**src/rtl/wb_arbiter_wdt_pkg.sv**
```systemverilog
// Shared types for the Wishbone arbiter: FSM state encoding and the bit positions
// of the packed {rty, err, ack} termination vector.
package wb_arbiter_wdt_pkg;

  typedef enum logic [1:0] {
    StIdle   = 2'd0,
    StActive = 2'd1,
    StAbort  = 2'd2
  } state_e;

  localparam logic [2:0] TermAck = 3'b001;
  localparam logic [2:0] TermErr = 3'b010;
  localparam logic [2:0] TermRty = 3'b100;

endpackage

```
**src/rtl/wb_arb_select.sv**
```systemverilog
// Combinational request selector: fixed priority or round robin. In round-robin mode
// the search starts one past the last grantee.
module wb_arb_select #(
  parameter int unsigned PORTS                 = 4,
  parameter int unsigned ARB_TYPE_ROUND_ROBIN  = 1,
  parameter int unsigned ARB_LSB_HIGH_PRIORITY = 1
) (
  input  logic [PORTS-1:0] req_i,
  input  logic [PORTS-1:0] last_i,
  output logic [PORTS-1:0] grant_o,
  output logic             valid_o
);

  localparam int unsigned IdxW = (PORTS > 1) ? $clog2(PORTS) : 1;

  int unsigned last_idx;

  always_comb begin
    last_idx = 0;
    for (int unsigned i = 0; i < PORTS; i++) begin
      if (last_i[i]) last_idx = i;
    end
  end

  always_comb begin
    int unsigned     pos;
    logic [IdxW-1:0] idx;
    logic            found;
    grant_o = '0;
    found   = 1'b0;
    pos     = 0;
    idx     = '0;
    for (int unsigned k = 0; k < PORTS; k++) begin
      if (ARB_TYPE_ROUND_ROBIN != 0) begin
        // Adding 2*PORTS keeps the downward walk non-negative before the modulo.
        pos = (ARB_LSB_HIGH_PRIORITY != 0) ? (last_idx + 1 + k) % PORTS
                                           : (last_idx + 2 * PORTS - 1 - k) % PORTS;
      end else begin
        pos = (ARB_LSB_HIGH_PRIORITY != 0) ? k : PORTS - 1 - k;
      end
      idx = IdxW'(pos);
      if (!found && req_i[idx]) begin
        grant_o[idx] = 1'b1;
        found        = 1'b1;
      end
    end
  end

  assign valid_o = |req_i;

endmodule

```
**src/rtl/wb_arbiter_wdt.sv**
```systemverilog
// Wishbone N:1 arbiter with registered, CYC-held grant and a bus watchdog that aborts
// strobed accesses the slave never terminates, returning a one-cycle ERR.
module wb_arbiter_wdt
  import wb_arbiter_wdt_pkg::*;
#(
  parameter int unsigned PORTS                 = 4,
  parameter int unsigned DATA_WIDTH            = 32,
  parameter int unsigned ADDR_WIDTH            = 32,
  parameter int unsigned SELECT_WIDTH          = DATA_WIDTH / 8,
  parameter int unsigned ARB_TYPE_ROUND_ROBIN  = 1,
  parameter int unsigned ARB_LSB_HIGH_PRIORITY = 1,
  parameter int unsigned TIMEOUT               = 256
) (
  input  logic                          clk,
  input  logic                          rst,
  input  logic [PORTS*ADDR_WIDTH-1:0]   wbm_adr_i,
  input  logic [PORTS*DATA_WIDTH-1:0]   wbm_dat_i,
  output logic [DATA_WIDTH-1:0]         wbm_dat_o,
  input  logic [PORTS-1:0]              wbm_we_i,
  input  logic [PORTS*SELECT_WIDTH-1:0] wbm_sel_i,
  input  logic [PORTS-1:0]              wbm_stb_i,
  input  logic [PORTS-1:0]              wbm_cyc_i,
  output logic [PORTS-1:0]              wbm_ack_o,
  output logic [PORTS-1:0]              wbm_err_o,
  output logic [PORTS-1:0]              wbm_rty_o,
  output logic [ADDR_WIDTH-1:0]         wbs_adr_o,
  output logic [DATA_WIDTH-1:0]         wbs_dat_o,
  input  logic [DATA_WIDTH-1:0]         wbs_dat_i,
  output logic                          wbs_we_o,
  output logic [SELECT_WIDTH-1:0]       wbs_sel_o,
  output logic                          wbs_stb_o,
  output logic                          wbs_cyc_o,
  input  logic                          wbs_ack_i,
  input  logic                          wbs_err_i,
  input  logic                          wbs_rty_i,
  output logic [PORTS-1:0]              grant_o,
  output logic                          timeout_o
);

  localparam int unsigned    WdtW    = (TIMEOUT > 0) ? $clog2(TIMEOUT + 1) : 1;
  localparam logic [WdtW-1:0] WdtLast = (TIMEOUT > 0) ? WdtW'(TIMEOUT - 1) : '0;
  // Reset "last grantee" so that port 0 is searched first in either direction.
  localparam logic [PORTS-1:0] LastRst = (ARB_LSB_HIGH_PRIORITY != 0) ?
                                         (PORTS'(1) << (PORTS - 1)) : PORTS'(2);

  state_e            state_q, state_d;
  logic [PORTS-1:0]  grant_q, grant_d;
  logic [PORTS-1:0]  last_q, last_d;
  logic [WdtW-1:0]   wdt_q, wdt_d;

  logic [PORTS-1:0]        sel_grant;
  logic                    sel_valid;
  logic [ADDR_WIDTH-1:0]   adr_mux;
  logic [DATA_WIDTH-1:0]   dat_mux;
  logic [SELECT_WIDTH-1:0] sel_mux;
  logic                    we_mux, stb_mux, gnt_cyc, is_active, is_abort;
  logic [2:0]              term_vec;

  wb_arb_select #(
    .PORTS                 (PORTS),
    .ARB_TYPE_ROUND_ROBIN  (ARB_TYPE_ROUND_ROBIN),
    .ARB_LSB_HIGH_PRIORITY (ARB_LSB_HIGH_PRIORITY)
  ) u_select (
    .req_i   (wbm_cyc_i),
    .last_i  (last_q),
    .grant_o (sel_grant),
    .valid_o (sel_valid)
  );

  // AND-OR mux of the granted master; all zero when nothing is granted.
  always_comb begin
    adr_mux = '0;
    dat_mux = '0;
    sel_mux = '0;
    we_mux  = 1'b0;
    stb_mux = 1'b0;
    for (int unsigned n = 0; n < PORTS; n++) begin
      if (grant_q[n]) begin
        adr_mux |= wbm_adr_i[n*ADDR_WIDTH +: ADDR_WIDTH];
        dat_mux |= wbm_dat_i[n*DATA_WIDTH +: DATA_WIDTH];
        sel_mux |= wbm_sel_i[n*SELECT_WIDTH +: SELECT_WIDTH];
        we_mux  |= wbm_we_i[n];
        stb_mux |= wbm_stb_i[n];
      end
    end
  end

  assign is_active = (state_q == StActive);
  assign is_abort  = (state_q == StAbort);
  assign gnt_cyc   = |(wbm_cyc_i & grant_q);
  assign term_vec  = {wbs_rty_i, wbs_err_i, wbs_ack_i};

  assign wbs_adr_o = adr_mux;
  assign wbs_dat_o = dat_mux;
  assign wbs_sel_o = sel_mux;
  assign wbs_we_o  = we_mux;
  assign wbs_stb_o = is_active & stb_mux;
  assign wbs_cyc_o = is_active;
  assign wbm_dat_o = wbs_dat_i;

  assign wbm_ack_o = (is_active && |(term_vec & TermAck)) ? grant_q : '0;
  assign wbm_rty_o = (is_active && |(term_vec & TermRty)) ? grant_q : '0;
  assign wbm_err_o = ((is_active && |(term_vec & TermErr)) || is_abort) ? grant_q : '0;
  assign grant_o   = grant_q;
  assign timeout_o = is_abort;

  always_comb begin
    state_d = state_q;
    grant_d = grant_q;
    last_d  = last_q;
    wdt_d   = '0;
    unique case (state_q)
      StIdle: begin
        if (sel_valid) begin
          grant_d = sel_grant;
          state_d = StActive;
        end
      end
      StActive: begin
        if (!gnt_cyc) begin
          grant_d = '0;
          last_d  = grant_q;
          state_d = StIdle;
        end else if (TIMEOUT != 0 && wbs_stb_o && !(|term_vec)) begin
          // A termination in the limit cycle takes the other branch, so it wins.
          if (wdt_q == WdtLast) state_d = StAbort;
          else                  wdt_d   = wdt_q + WdtW'(1);
        end
      end
      StAbort: begin
        if (!gnt_cyc) begin
          grant_d = '0;
          last_d  = grant_q;
          state_d = StIdle;
        end else begin
          state_d = StActive;
        end
      end
      default: begin
        grant_d = '0;
        state_d = StIdle;
      end
    endcase
  end

  always_ff @(posedge clk or posedge rst) begin
    if (rst) begin
      state_q <= StIdle;
      grant_q <= '0;
      last_q  <= LastRst;
      wdt_q   <= '0;
    end else begin
      state_q <= state_d;
      grant_q <= grant_d;
      last_q  <= last_d;
      wdt_q   <= wdt_d;
    end
  end

endmodule

```
**config.mk**
```make
export PLATFORM = sky130hd
export DESIGN_NAME = wb_arbiter_wdt
export DESIGN_NICKNAME = d
export VERILOG_FILES = /design/src/rtl/wb_arbiter_wdt_pkg.sv /design/src/rtl/wb_arb_select.sv /design/src/rtl/wb_arbiter_wdt.sv
export SDC_FILE = /design/constraint.sdc
export NUM_CORES = 1
export LEC_CHECK = 0
export CAP_MARGIN = 10
export CORE_AREA = 2 2 173 175
export DETAILED_ROUTE_END_ITERATION = 7
export DIE_AREA = 0 0 175 177
export GPL_TIMING_DRIVEN = 0
export PLACE_DENSITY = 0.39
export SLEW_MARGIN = 40
export SYNTH_ARGS = -nofsm -noshare
export SYNTH_HDL_FRONTEND = slang
export SYNTH_HIERARCHICAL = 1
export SYNTH_SLANG_ARGS = --single-unit
```
**constraint.sdc**
```tcl
create_clock -name clk -period 3.2 [get_ports clk]
set_input_delay 0.96 -clock clk [delete_from_list [all_inputs] [get_ports clk]]
set_output_delay 0.96 -clock clk [all_outputs]
set_load 0.02 [all_outputs]
```
==> summary.txt, run 1 <==
Status
  • Status: finished, final reports clean

Timing
  • RSZ-0062 raised after global routing: yes
  • Relative slew slack: 53.8%
  • FMAX: 0.315 GHz
  • Final period util: 99.1%
  • Final Slew Violations: 0
  • Worst-Margin Slew: slightly below 0.7 ns
  • Final Hold Violating Endpoints: 0
  • Min cycle time layout: approximately 3.2 ns
  • # setup viols final: 0
  • Setup WS post-layout: 0.0291 ns
  • Layout Skew: 0.00264 ns

Clock tree
  • Max Root-Sink Buffers: 2
  • Number of setup buffers added after CTS: 0
  • Later-pin clock latency in the skew report: 0.25 ns
  • CTS Root Cell: clkbuf_16
  • Num CTS Buffers: 3
  • Hold_buf cts: 0
  • Clock sinks: 18
  • TritonCTS clock tree: done
  • CTS clk-pin slew, worst paths: about 0.05 ns
  • H-tree depth: 1

Worst setup path
  • Sum of buffers and inverters on the critical path: 2
  • Reg2reg start: last_q[2]
  • Critical Path RT: about 2.2 ns
  • R2r endpoint: grant_o[3]
  • Setup crit end kind: output port
  • Setup CP Type: in2out
  • CP Max Fanout: 1
  • Critical path arrival: 2.21 ns
  • Reg2Reg Depth: 12
  • Critical path's most frequent cell: clkdlybuf4s50_1
  • Worst-path cell chain: clkdlybuf4s50_1 > a22oi_1 > nand2_1 > clkdlybuf4s50_1
  • CP max stage cell: clkdlybuf4s50_1
  • Delay of the slowest critical-path stage: 0.64 ns
  • Worst Setup Start Kind: input pin
  • Reg2Reg Setup Slack: 0.38 ns
  • Top delay family on crit path: buffers and inverters

Floorplanning
  • Core Area: roughly 0.03 mm^2
  • Initial Util: 10.7%
  • Rows: 63
  • Ports: around 440
  • Die Area: 0.0310 mm^2
  • Chip Width: 175 um
  • Die height: 177 um

Route
  • Iter 0 DRT Violations: 217
  • Final antenna-violating net count: 0
  • Routed WL: roughly 25,000 um
  • Post-DR vias/cell: 4.03
  • Drc violations: 0
  • DRT Pass-1 Iters: 4
  • Via Count: between 5,000 and 6,000
  • Routed len/inst: 20.5 um

GRT
  • Pin count of the biggest net entering global routing: 19
  • Vias in the first global route: 5,152
  • Gr ovfl total: 0
  • Antenna violations before repair: 1
  • Total global-route track usage: roughly 15%
  • First-pass GRT wire length: 35,100 um

Power and ir drop
  • Pleak: 0.00356 uW
  • P per Cell Area: 614 mW/mm^2
  • Peak VDD IR: about 0.00019 V

Cells and area
  • Commonest non-fill, non-tap cell in the layout: clkdlybuf4s50_1
  • Share of layout cells above drive strength 1: 11.7%
  • Area of the multi-input gates: 0.00223 mm^2
  • Fillcell total: 3,167
  • Final Cell Area: 0.00792 mm^2
  • Most frequent cells in the layout: clkdlybuf4s50_1 (346), a22oi_1 (139), nand2_1 (82)
  • Diode count: 0
  • Layout Nets: 1,182
  • Area delta synth->final: 154%
  • Register area: 452 um^2

Place
  • Routability cong.: between 0.7 and 0.8
  • Post-DP HPWL: 21,600 um
  • Pre-CTS WS: -0.513 ns
  • Post-DP Area: 0.00770 mm^2
  • Buffers on Ports: 408

Logic synthesis
  • Gate Count Post-Synth: 441
  • Syn Area/Cell: 7.08 um^2
  • Synthesized area: 0.00312 mm^2
  • Syn nets: 769
  • Synth warn: 6

Hold path
  • Hold depth: 1
  • Hold Path Class: reg2reg
  • Min-Delay Endpoint: wdt_q[0]
  • Hold path start: wdt_q[0]

Job
  • Max-cap violations: 0
==> power by group <==
part | internal, uW | total, uW | switching, uW | leakage [uW]
logic | 1840 | 4250 | 2410 | 0.00327
clock network | 190 | 278 | 87.9 | 0.0000442
registers | 275 | 332 | 56.8 | 0.000242
==> how the worst max path moves through the flow <==
stage / from / to / slack (ns) / cells after the start
floorplan: wbm_stb_i[2] / wbs_stb_o / 0.63 / 2
detailed placement: grant_o[0] / wbs_adr_o[5] / -0.51 / 5
global route: grant_o[0] / wbs_dat_o[22] / -0.006 / 5
CTS: wbm_dat_i[66] / wbs_dat_o[2] / 0.004 / 4
finish: wbm_dat_i[86] / wbs_dat_o[22] / 0.03 / 4
global placement: grant_o[3] / wbs_adr_o[29] / -0.87 / 5
==> area by class of cell <==
class | instances | area share, %
Clock buffer | 4 | 1.12
Timing Repair Buffer | 408 | 51.5
Sequential cell | 18 | 5.71
Inverter | 13 | 0.617
Buffer | 73 | 6.70
Tap cell | 390 | 6.17
Multi-Input combinational cell | 337 | 28.2
==> state kept, by name (all words and copies together) (netlist names) <==
name / flops
grant_o: 4
wdt_q: 9
last_q: 3
state_q: 2
==> timing repair <==
action / 4_1_cts / 5_1_grt
pin swaps: 1 / 0
cloned: 0 / 0
resized for setup: 93 / 27
endpoints found under the setup margin: 82 / 34
==> stage by stage <==
step           hold WS, ns  utilization (%)  instances  setup TNS, ns  power (uW)
2_1_floorplan        0.452                -        441              0        2500
3_3_place_gp         0.481             26.3       1239         -38.46        4760
3_5_place_dp         0.472             26.3       1239         -27.23        4750
4_1_cts              0.480             26.9       1243              0        4970
5_1_grt              0.495             27.1       1243       -0.00655        5210
6_report             0.474             27.1       1243              0        4860
==> metal layers <==
layer | wire (um) | part of all wire, % | vias to the layer above | GRT usage (%)
li1 | - | - | 2449 | -
met1 | 10500 | 41 | 2307 | 18.8
met2 | 13100 | 52 | 239 | 28.0
met3 | 1730 | 6.8 | 10 | 3.50
met4 | 116 | 0.46 | 0 | 0.625
met5 | 0 | 0 | - | 0
(Power assumes the default switching activity.)
==> run 2: changes to the inputs <==
ABC_AREA = 1   (was unset)
CORE_AREA = 2 2 171 173   (was 2 2 173 175)
DIE_AREA = 0 0 173 175   (was 0 0 175 177)
PLACE_DENSITY = 0.41   (was 0.39)
==> run 2 against run 1 <==
Compared with the run above:
- register-to-register slack gained 0.66 ns
- routed wire length up 3.4%
- worst setup slack better by 0.025 ns
- sequential cell count did not move
- final cell count up 15%
- clock skew decreased by 0.0012 ns
- via count increased by 10%
- first-iteration DRC count increased by 7.4%
- global-route usage grew 1.3 points
- die area is 2.3% lower
- critical endpoint is now wbs_dat_o[6]
- largest power group unchanged
- highest routed layer unchanged
==> summary.txt, run 2 <==
Logic synthesis
  • Syn Area/Cell: 5.50 um^2
  • Synth warn: 6
  • Synthesized area: between 0.003 and 0.004 mm^2
  • Syn nets: 959
  • Gate Count Post-Synth: between 600 and 700

Cells and area
  • Most frequent cells in the layout: clkdlybuf4s50_1 (327), nand2_1 (319), nand4_1 (74)
  • Fillcell total: 3,205
  • Area of the multi-input gates: 0.00249 mm^2
  • Commonest non-fill, non-tap cell in the layout: clkdlybuf4s50_1
  • Area delta synth->final: 134%
  • Register area: 452 um^2
  • Top reg by flops: wdt_q
  • Largest register FFs: 9
  • Share of layout cells above drive strength 1: 8.53%
  • Layout Nets: between 1,000 and 1,500
  • Final Cell Area: ~0.008 mm^2

GRT
  • Antenna violations before repair: 2
  • Vias in the first global route: about 5,700
  • Gr ovfl total: 0
  • Total global-route track usage: 16.5%
  • First-pass GRT wire length: 38,100 um
  • Pin count of the biggest net entering global routing: 19

Floorplanning
  • Core Area: 0.0284 mm^2
  • Die height: 175 um
  • Chip Width: approximately 170 um
  • Die Area: 0.0303 mm^2
  • Initial Util: 12.2%
  • Ports: 441
  • Rows: 62

Route
  • Iter 0 DRT Violations: approximately 230
  • Via Count: 5,518
  • Post-DR vias/cell: 3.86
  • DRT Pass-1 Iters: 4
  • Routed len/inst: 18.4 um
  • Drc violations: 0
  • Final antenna-violating net count: 0
  • Routed WL: 26,300 um

Timing
  • Min cycle time layout: about 3.1 ns
  • Setup WS post-layout: 0.0544 ns
  • Fin Setup TNS: 0 ns
  • Final period util: 98.3%
  • # setup viols final: 0
  • Hold slack final: 0.468 ns
  • Layout Skew: 0.00141 ns
  • Worst-Margin Slew: between 0.6 and 0.7 ns
  • RSZ-0062 raised after global routing: no
  • FMAX: 0.318 GHz
  • Final Hold Violating Endpoints: 0
  • Relative slew slack: 54.3%
  • Final Slew Violations: 0

Hold path
  • Min-Delay Endpoint: wdt_q[0]
  • Hold Path Class: reg2reg
  • Hold path start: wdt_q[0]
  • Hold depth: 1

Power and ir drop
  • Peak VDD IR: ~0.00021 V
  • Pwr Total: 3970 uW
  • Pleak: 0.00381 uW
  • P per Cell Area: 488 mW/mm^2

Clock tree
  • Max Root-Sink Buffers: 2
  • CTS Root Cell: clkbuf_16
  • Num CTS Buffers: 3
  • Hold_buf cts: 0
  • Clock sinks: 18
  • CTS clk-pin slew, worst paths: around 0.050 ns
  • TritonCTS clock tree: done
  • Later-pin clock latency in the skew report: 0.25 ns
  • H-tree depth: 1

Job
  • Max-cap violations: 0

Worst setup path
  • Critical path arrival: approximately 2.2 ns
  • CP Max Fanout: 1
  • Top delay family on crit path: buffers and inverters
  • Worst-path cell chain: clkdlybuf4s50_1 > nand2_1 > nand4_1 > clkdlybuf4s50_1
  • R2r endpoint: grant_o[0]
  • Reg2Reg Depth: 13
  • Delay of the slowest critical-path stage: ~0.6 ns
  • Critical path's most frequent cell: clkdlybuf4s50_1
  • Setup crit end kind: output port
  • Worst Setup Start Kind: input pin
  • Reg2reg start: last_q[3]
  • Reg2Reg Setup Slack: 1.04 ns
  • Critical Path RT: 2.24 ns
  • Sum of buffers and inverters on the critical path: 2
  • Setup CP Type: in2out
  • CP max stage cell: clkdlybuf4s50_1

Place
  • Post-DP HPWL: about 22,000 um
  • Post-DP Area: 0.00803 mm^2
  • Buffers on Ports: 408
  • Routability cong.: roughly 0.9
  • Pre-CTS WS: -0.180 ns

Status
  • Status: finished, final reports clean
[run 2: how the worst max path moves through the flow]
stage	to	start	cells after the start
global route	wbs_dat_o[6]	wbm_dat_i[38]	4
global placement	wbs_stb_o	wbm_stb_i[2]	6
CTS	wbs_dat_o[9]	wbm_dat_i[73]	4
detailed placement	wbs_stb_o	wbm_stb_i[2]	6
floorplan	wbm_err_o[0]	wbs_err_i	2
finish	wbs_dat_o[6]	wbm_dat_i[38]	4
[run 2: metrics by stage]
step | std cells | utilization [%]
final | 1429 | 28.6
after global routing | 1429 | 28.6
after CTS | 1427 | 28.4
after detailed placement | 1423 | 28.3
after global placement | 1423 | 28.3
after floorplan | 631 | -
[run 2: where the power goes]
group	internal, uW	switching (uW)
sequential	272	47.7
clock	169	83.0
combinational	1350	2050
[run 2: timing repair]
item,CTS,global route
setup buffers,0,0
gates resized for setup,53,38
endpoints found under the setup margin,52,29
cloned,0,0
[run 2: cell type report]
type | count | area share (%)
Tap cell | 384 | 5.91
Inverter | 34 | 1.60
Sequential cell | 18 | 5.55
Multi-Input combinational cell | 515 | 30.7
Antenna cell | 2 | 0.0615
Buffer | 64 | 4.92
Clock buffer | 4 | 0.969
Timing Repair Buffer | 408 | 50.3
[run 2: metal layers]
metal	part of all wire [%]	wire (um)	GRT usage [%]	vias up
met1	42	11100	20.4	2491
met2	52	13600	30.2	182
met4	0.47	124	2.19	0
met5	0	0	0	-
met3	5.8	1530	3.33	8
li1	-	-	-	2837
